## config.mk

```make
export PLATFORM = sky130hd
export DESIGN_NAME = mir_memwait_reg
export DESIGN_NICKNAME = d
export VERILOG_FILES = /design/src/rtl/mir_pkg.sv /design/src/rtl/mir_wait_timer.sv /design/src/rtl/mir_memwait_reg.sv
export SDC_FILE = /design/constraint.sdc
export NUM_CORES = 1
export LEC_CHECK = 0
export ABC_AREA = 1
export ABC_CLOCK_PERIOD_IN_PS = 2000
export CELL_PAD_IN_SITES_DETAIL_PLACEMENT = 0
export CELL_PAD_IN_SITES_GLOBAL_PLACEMENT = 1
export CORE_MARGIN = 2
export CORE_UTILIZATION = 33
export CTS_BUF_LIST = sky130_fd_sc_hd__clkbuf_8
export CTS_CLUSTER_SIZE = 30
export DETAILED_ROUTE_END_ITERATION = 16
export PLACE_DENSITY_LB_ADDON = 0.3
export SYNTH_ARGS = -nofsm -noshare
export SYNTH_HDL_FRONTEND = slang
export SYNTH_SLANG_ARGS = --single-unit
```

## constraint.sdc

```tcl
create_clock -name MIRP_CLOCK_50 -period 2 [get_ports MIRP_CLOCK_50]
set_input_delay 0.4 -clock MIRP_CLOCK_50 [delete_from_list [all_inputs] [get_ports MIRP_CLOCK_50]]
set_output_delay 0.4 -clock MIRP_CLOCK_50 [all_outputs]
set_load 0.02 [all_outputs]
```

## src/rtl/mir_pkg.sv

```systemverilog
// Shared definitions for the microinstruction register: default field widths,
// microword layout, the NOP word and the wait-state FSM encoding.
package mir_pkg;

  localparam int unsigned REG_W  = 6;
  localparam int unsigned ALU_W  = 4;
  localparam int unsigned COND_W = 3;
  localparam int unsigned JUMP_W = 11;

  // Control bits between the register selects and the ALU field
  localparam int unsigned CTRL_BITS = 5;

  localparam int unsigned MIR_W = 3 * REG_W + CTRL_BITS + ALU_W + COND_W + JUMP_W;

  // Field LSB offsets, packed MSB to LSB: A, AMUX, B, BMUX, C, CMUX, RD, WR, ALU, COND, JUMP
  localparam int unsigned JUMP_LSB = 0;
  localparam int unsigned COND_LSB = JUMP_LSB + JUMP_W;
  localparam int unsigned ALU_LSB  = COND_LSB + COND_W;
  localparam int unsigned WR_BIT   = ALU_LSB + ALU_W;
  localparam int unsigned RD_BIT   = WR_BIT + 1;
  localparam int unsigned CMUX_BIT = RD_BIT + 1;
  localparam int unsigned C_LSB    = CMUX_BIT + 1;
  localparam int unsigned BMUX_BIT = C_LSB + REG_W;
  localparam int unsigned B_LSB    = BMUX_BIT + 1;
  localparam int unsigned AMUX_BIT = B_LSB + REG_W;
  localparam int unsigned A_LSB    = AMUX_BIT + 1;

  localparam logic [MIR_W-1:0] MIR_NOP = '0;

  typedef enum logic [1:0] {
    ST_RUN     = 2'd0,
    ST_MEMWAIT = 2'd1,
    ST_ERROR   = 2'd2
  } mir_state_e;

endpackage

```

## src/rtl/mir_wait_timer.sv

```systemverilog
// Saturating memory wait-cycle counter; flags the last allowed wait cycle.
module mir_wait_timer
  import mir_pkg::*;
#(
  parameter int unsigned MEM_TIMEOUT = 15
) (
  input  logic i_clk,
  input  logic i_rst,
  input  logic i_clear,
  input  logic i_enable,
  output logic o_terminal_c
);

  localparam int unsigned CNT_W = $clog2(MEM_TIMEOUT + 1);

  logic [CNT_W-1:0] r_count;

  // Counts on the falling edge alongside the MIR; holds at MEM_TIMEOUT instead of wrapping
  always_ff @(negedge i_clk or posedge i_rst) begin
    if (i_rst) begin
      r_count <= '0;
    end else if (i_clear) begin
      r_count <= '0;
    end else if (i_enable && (r_count != CNT_W'(MEM_TIMEOUT))) begin
      r_count <= r_count + CNT_W'(1);
    end
  end

  assign o_terminal_c = (r_count == CNT_W'(MEM_TIMEOUT - 1));

endmodule

```

## src/rtl/mir_memwait_reg.sv

```systemverilog
// Microinstruction register: latches the control-store word, splits it into
// datapath fields and freezes it while a memory access is outstanding.
module mir_memwait_reg
  import mir_pkg::*;
#(
  parameter int unsigned REG_BUS_WIDTH       = REG_W,
  parameter int unsigned ALU_BUS_WIDTH       = ALU_W,
  parameter int unsigned COND_BUS_WIDTH      = COND_W,
  parameter int unsigned JUMP_ADDR_BUS_WIDTH = JUMP_W,
  parameter int unsigned MEM_TIMEOUT         = 15,
  localparam int unsigned MIR_BUS_WIDTH      = 3 * REG_BUS_WIDTH + CTRL_BITS + ALU_BUS_WIDTH
                                               + COND_BUS_WIDTH + JUMP_ADDR_BUS_WIDTH
) (
  input  logic                           MIRP_CLOCK_50,
  input  logic                           SC_RegMIRP_Reset_InHigh,
  input  logic [MIR_BUS_WIDTH-1:0]       MIRP_Microinstruccion_IN,
  input  logic                           MIRP_Load_InHigh,
  input  logic                           MIRP_Flush_InHigh,
  input  logic                           MIRP_MemReady_InHigh,
  output logic [REG_BUS_WIDTH-1:0]       MIRP_A_OUT,
  output logic [REG_BUS_WIDTH-1:0]       MIRP_B_OUT,
  output logic [REG_BUS_WIDTH-1:0]       MIRP_C_OUT,
  output logic                           MIRP_AMUX_OUT,
  output logic                           MIRP_BMUX_OUT,
  output logic                           MIRP_CMUX_OUT,
  output logic                           MIRP_RD_OUT,
  output logic                           MIRP_WR_OUT,
  output logic [ALU_BUS_WIDTH-1:0]       MIRP_ALU_OUT,
  output logic [COND_BUS_WIDTH-1:0]      MIRP_COND_OUT,
  output logic [JUMP_ADDR_BUS_WIDTH-1:0] MIRP_JUMP_ADDR_OUT,
  output logic                           MIRP_Valid_OUT,
  output logic                           MIRP_Stall_OUT,
  output logic                           MIRP_Timeout_OUT
);

  // Field offsets re-derived from this instance's widths
  localparam int unsigned L_JUMP = 0;
  localparam int unsigned L_COND = L_JUMP + JUMP_ADDR_BUS_WIDTH;
  localparam int unsigned L_ALU  = L_COND + COND_BUS_WIDTH;
  localparam int unsigned L_WR   = L_ALU + ALU_BUS_WIDTH;
  localparam int unsigned L_RD   = L_WR + 1;
  localparam int unsigned L_CMUX = L_RD + 1;
  localparam int unsigned L_C    = L_CMUX + 1;
  localparam int unsigned L_BMUX = L_C + REG_BUS_WIDTH;
  localparam int unsigned L_B    = L_BMUX + 1;
  localparam int unsigned L_AMUX = L_B + REG_BUS_WIDTH;
  localparam int unsigned L_A    = L_AMUX + 1;

  localparam logic [MIR_BUS_WIDTH-1:0] NOP_WORD = '0;

  mir_state_e               r_state;
  logic [MIR_BUS_WIDTH-1:0] r_mir;
  logic                     r_valid;
  logic                     r_stall;
  logic                     r_timeout;

  logic w_mem_access;
  logic w_tmr_clear;
  logic w_tmr_enable;
  logic w_tmr_terminal;

  assign w_mem_access = MIRP_Microinstruccion_IN[L_RD] | MIRP_Microinstruccion_IN[L_WR];
  assign w_tmr_clear  = (r_state == ST_RUN) && !MIRP_Flush_InHigh && MIRP_Load_InHigh && w_mem_access;
  assign w_tmr_enable = (r_state == ST_MEMWAIT) && !MIRP_Flush_InHigh && !MIRP_MemReady_InHigh;

  generate
    if (MEM_TIMEOUT > 0) begin : g_timer
      mir_wait_timer #(
        .MEM_TIMEOUT (MEM_TIMEOUT)
      ) u_wait_timer (
        .i_clk        (MIRP_CLOCK_50),
        .i_rst        (SC_RegMIRP_Reset_InHigh),
        .i_clear      (w_tmr_clear),
        .i_enable     (w_tmr_enable),
        .o_terminal_c (w_tmr_terminal)
      );
    end else begin : g_no_timer
      // Timeout disabled: MEMWAIT leaves only on ready or flush
      assign w_tmr_terminal = 1'b0;
    end
  endgenerate

  // Wait-state FSM; stall and timeout are registered alongside the next state
  always_ff @(negedge MIRP_CLOCK_50 or posedge SC_RegMIRP_Reset_InHigh) begin
    if (SC_RegMIRP_Reset_InHigh) begin
      r_state   <= ST_RUN;
      r_mir     <= NOP_WORD;
      r_valid   <= 1'b0;
      r_stall   <= 1'b0;
      r_timeout <= 1'b0;
    end else begin
      case (r_state)
        ST_RUN: begin
          if (MIRP_Flush_InHigh) begin
            r_mir   <= NOP_WORD;
            r_valid <= 1'b0;
          end else if (MIRP_Load_InHigh) begin
            r_mir   <= MIRP_Microinstruccion_IN;
            r_valid <= 1'b1;
            if (w_mem_access) begin
              r_state <= ST_MEMWAIT;
              r_stall <= 1'b1;
            end
          end
        end

        ST_MEMWAIT: begin
          if (MIRP_Flush_InHigh) begin
            r_state <= ST_RUN;
            r_stall <= 1'b0;
            r_mir   <= NOP_WORD;
            r_valid <= 1'b0;
          end else if (MIRP_MemReady_InHigh) begin
            r_state <= ST_RUN;
            r_stall <= 1'b0;
          end else if (w_tmr_terminal) begin
            r_state   <= ST_ERROR;
            r_mir     <= NOP_WORD;
            r_valid   <= 1'b0;
            r_timeout <= 1'b1;
          end
        end

        ST_ERROR: begin
          r_mir     <= NOP_WORD;
          r_valid   <= 1'b0;
          r_stall   <= 1'b1;
          r_timeout <= 1'b1;
        end

        default: begin
          r_state   <= ST_RUN;
          r_mir     <= NOP_WORD;
          r_valid   <= 1'b0;
          r_stall   <= 1'b0;
          r_timeout <= 1'b0;
        end
      endcase
    end
  end

  assign MIRP_A_OUT         = r_mir[L_A +: REG_BUS_WIDTH];
  assign MIRP_AMUX_OUT      = r_mir[L_AMUX];
  assign MIRP_B_OUT         = r_mir[L_B +: REG_BUS_WIDTH];
  assign MIRP_BMUX_OUT      = r_mir[L_BMUX];
  assign MIRP_C_OUT         = r_mir[L_C +: REG_BUS_WIDTH];
  assign MIRP_CMUX_OUT      = r_mir[L_CMUX];
  assign MIRP_RD_OUT        = r_mir[L_RD];
  assign MIRP_WR_OUT        = r_mir[L_WR];
  assign MIRP_ALU_OUT       = r_mir[L_ALU +: ALU_BUS_WIDTH];
  assign MIRP_COND_OUT      = r_mir[L_COND +: COND_BUS_WIDTH];
  assign MIRP_JUMP_ADDR_OUT = r_mir[L_JUMP +: JUMP_ADDR_BUS_WIDTH];
  assign MIRP_Valid_OUT     = r_valid;
  assign MIRP_Stall_OUT     = r_stall;
  assign MIRP_Timeout_OUT   = r_timeout;

endmodule

```

==> results_dict.tcl <==
set metrics [dict create \
    placed_cells 543 \
    area_growth_pct 74.3 \
    drt_iter0_markers 110 \
    cts_max_path_buffers 2 \
    synth-simple-area-share_pct 42.1 \
    path_buf_inv 1 \
    nets 533 \
    status "complete, but fails checks" \
    final.setup.worst_slack_ps -309 \
    worstPathArrival_ps 1910 \
    clock-sinks 50 \
    synthCells 355 \
    diodes 0 \
    fin_cells 585 \
    cap_violations 0 \
    hold_violations 0 \
    grt_pass1_vias 2676 \
    placementRows 32 \
    worstMarginPinSlew_ps 388 \
    drv_slew 0 \
    port_buffers 89 \
    numCtsBuffers 5 \
    gp_congestion 0.817 \
    vias 2863 \
    die_y_um 93.8 \
    setup_violations 81 \
    cts-root-buf "clkbuf_8" \
    drtAntennaViolNets 0 \
    ys_ff_latch 50 \
    fillers 696 \
    die_x_um 93.8 \
    maxSlewHeadroom_pct 74.2 \
    synth_top_family_by_area "simple AND/OR/NAND/NOR gates" \
    leakage_nw 2.41 \
    clk_pin_slew_ps 70 \
    crit_fanout 2 \
    synth_mux_area_share_pct 0 \
    yosys.area.top_type_share_pct 47.0 \
    netlist_area_um2 2660 \
    avgRoutedWirePerCell_um 14.9 \
    clock_latency_ps 310 \
    cts_tree "yes" \
    htreeDepth 2 \
    synthTopCellsByArea "dfrtn_1, nand2_1, nand4_1" \
    worst-endpoint-required_ps 1600 \
    max_stage_delay_ps 460 \
    ys_types 19 \
    rr_worst_depth 8 \
    crit_family "flip-flops" \
    antenna_found_initial 0 \
    grt.total_usage_pct 19.7 \
    ir_drop_mv 0.542 \
    grt_pass1_wl_um 13700 \
    end_kind "output port" \
    yosys.area.top_type "dfrtn_1" \
    cp_cell_sequence "buf_6" \
    rsz0062_at_grt "true" \
    hold_depth 2 \
    clock_skew_ps 11.3 \
    hp-class "reg -> reg" \
    synth-compound-area-share_pct 0.752 \
    crit_cells 1 \
    startpoint_type "flop" \
    first_pass_iters 4 \
    syn_nets 406 \
    fp.coreArea_um2 7770 \
    grt_max_degree 29 \
    yosys_warnings 0 \
    drive_above_1_share_pct 33.7 \
    post-route-util_pct 59.7 \
    power_mw 5.21 \
    setup_tns_ps -12800 \
    hpwl_um 5240 \
    synthAdderAreaFrac_pct 2.35 \
    grt-ovfl-total 0 \
    wl_um 8700 \
    violations "negative setup slack" \
    die-area_um2 8800 \
    synthXorXnorAreaFrac_pct 0.329 \
    via_per_inst 4.89 \
    avgSynthCellArea_um2 7.50 \
    yosysSeqAreaShare_pct 47.0 \
    powerDensity_nw_per_um2 1120 \
    initial_core_util_pct 34.3 \
    crit_type "reg -> out" \
    ioPinCount 90 \
    slowest_stage "dfrtn_1" \
    drcViolationCount 0 \
]
## through the flow
stage	hold slack [ps]	area [um2]	setup slack [ps]
floorplan	428	2800	-157
global placement	413	3810	-814
detailed placement	418	3810	-811
CTS	442	4360	-303
global route	461	4640	-350
finish	451	4640	-309
## path summary, 6_finish.rpt
| path | start | end | slack [ps] |
|---|---|---|---|
| max | r_mir[27] | MIRP_BMUX_OUT | -310 |
| min | r_mir[28] | r_mir[28] | 450 |
| max reg2reg | r_state[0] | r_mir[22] | 280 |
| min reg2reg | r_mir[28] | r_mir[28] | 450 |
| max in group asynchronous | SC_RegMIRP_Reset_InHigh | g_timer.u_wait_timer.r_count[3] | 380 |
| min in group asynchronous | SC_RegMIRP_Reset_InHigh | r_mir[9] | 1410 |
## layer usage
metal	vias to the layer above	global-route usage [%]	routed length, um
met4	0	4.23	59
met5	-	0	0
met2	92	33.6	4390
met1	1351	26.5	3810
met3	8	2.97	438
li1	1412	-	-
## where the power goes
group / leakage [nW] / switching, mW / internal (mW)
Clock: 0.0504 / 0.355 / 0.373
Combinational: 1.70 / 1.42 / 1.44
Sequential: 0.662 / 0.274 / 1.34
## worst reg2reg max path: cells and delay by family, from the launching register on
| family | cells | cell delay (ps) |
|---|---|---|
| adder cells (fa/ha/maj) | 1 | 330 |
| buffers and inverters | 3 | 380 |
| flip-flops | 1 | 450 |
| AND/OR/NAND/NOR | 4 | 410 |
## sequential cells by signal (all words and copies together), names as in the netlist
register / flops
r_mir: 41
MIRP_Stall_OUT: 1
MIRP_Valid_OUT: 1
r_state: 2
g_timer.u_wait_timer.r_count: 4
MIRP_Timeout_OUT: 1
## kinds of logic after synthesis
kind of cell               after synthesis
and+or+nand+nor                        255
DFF                                     50
buffers and inverters                   40
adders and majority gates                5
AOI/OAI and AO/OA                        4
xor gates and xnor gates                 1
## cell usage after synthesis, drive strengths merged
cell type / count
a21oi: 1
buf: 21
clkbuf: 4
dfrtn: 50
ha: 5
inv: 15
nand2: 146
nand3: 16
nand3b: 1
nand4: 45
nor2: 45
nor3: 2
o21ai: 3
xor2: 1
## area by class of cell
cell class	count	area [um2]	area share, %
Clock inverter	3	45.0	0.971
Timing Repair Buffer	145	1680	36.3
Multi-Input combinational cell	265	1390	29.9
Tap cell	102	128	2.75
Inverter	15	75.1	1.62
Clock buffer	5	68.8	1.48
Sequential cell	50	1250	27.0
## what timing repair did
action | 4_1_cts | 5_1_grt
hold buffers | 0 | 0
cloned | 6 | 2
endpoints found under the setup margin | 94 | 91
resized for setup | 307 | 53
hold endpoints to repair | 0 | 0
setup buffers | 19 | 10
pin swaps | 10 | 13
## cells in the final DEF, fill, tap and decap left out, drive strengths merged, types with 2 or more instances in the layout
cell type,instances
nand2,146
buf,101
dfrtn,50
nand4,45
nor2,45
clkdlybuf4s50,40
nand3,16
inv,13
clkbuf,7
ha,5
clkinvlp,3
o21ai,3
dlygate4sd2,2
nor3,2
(Power assumes the default switching activity.)
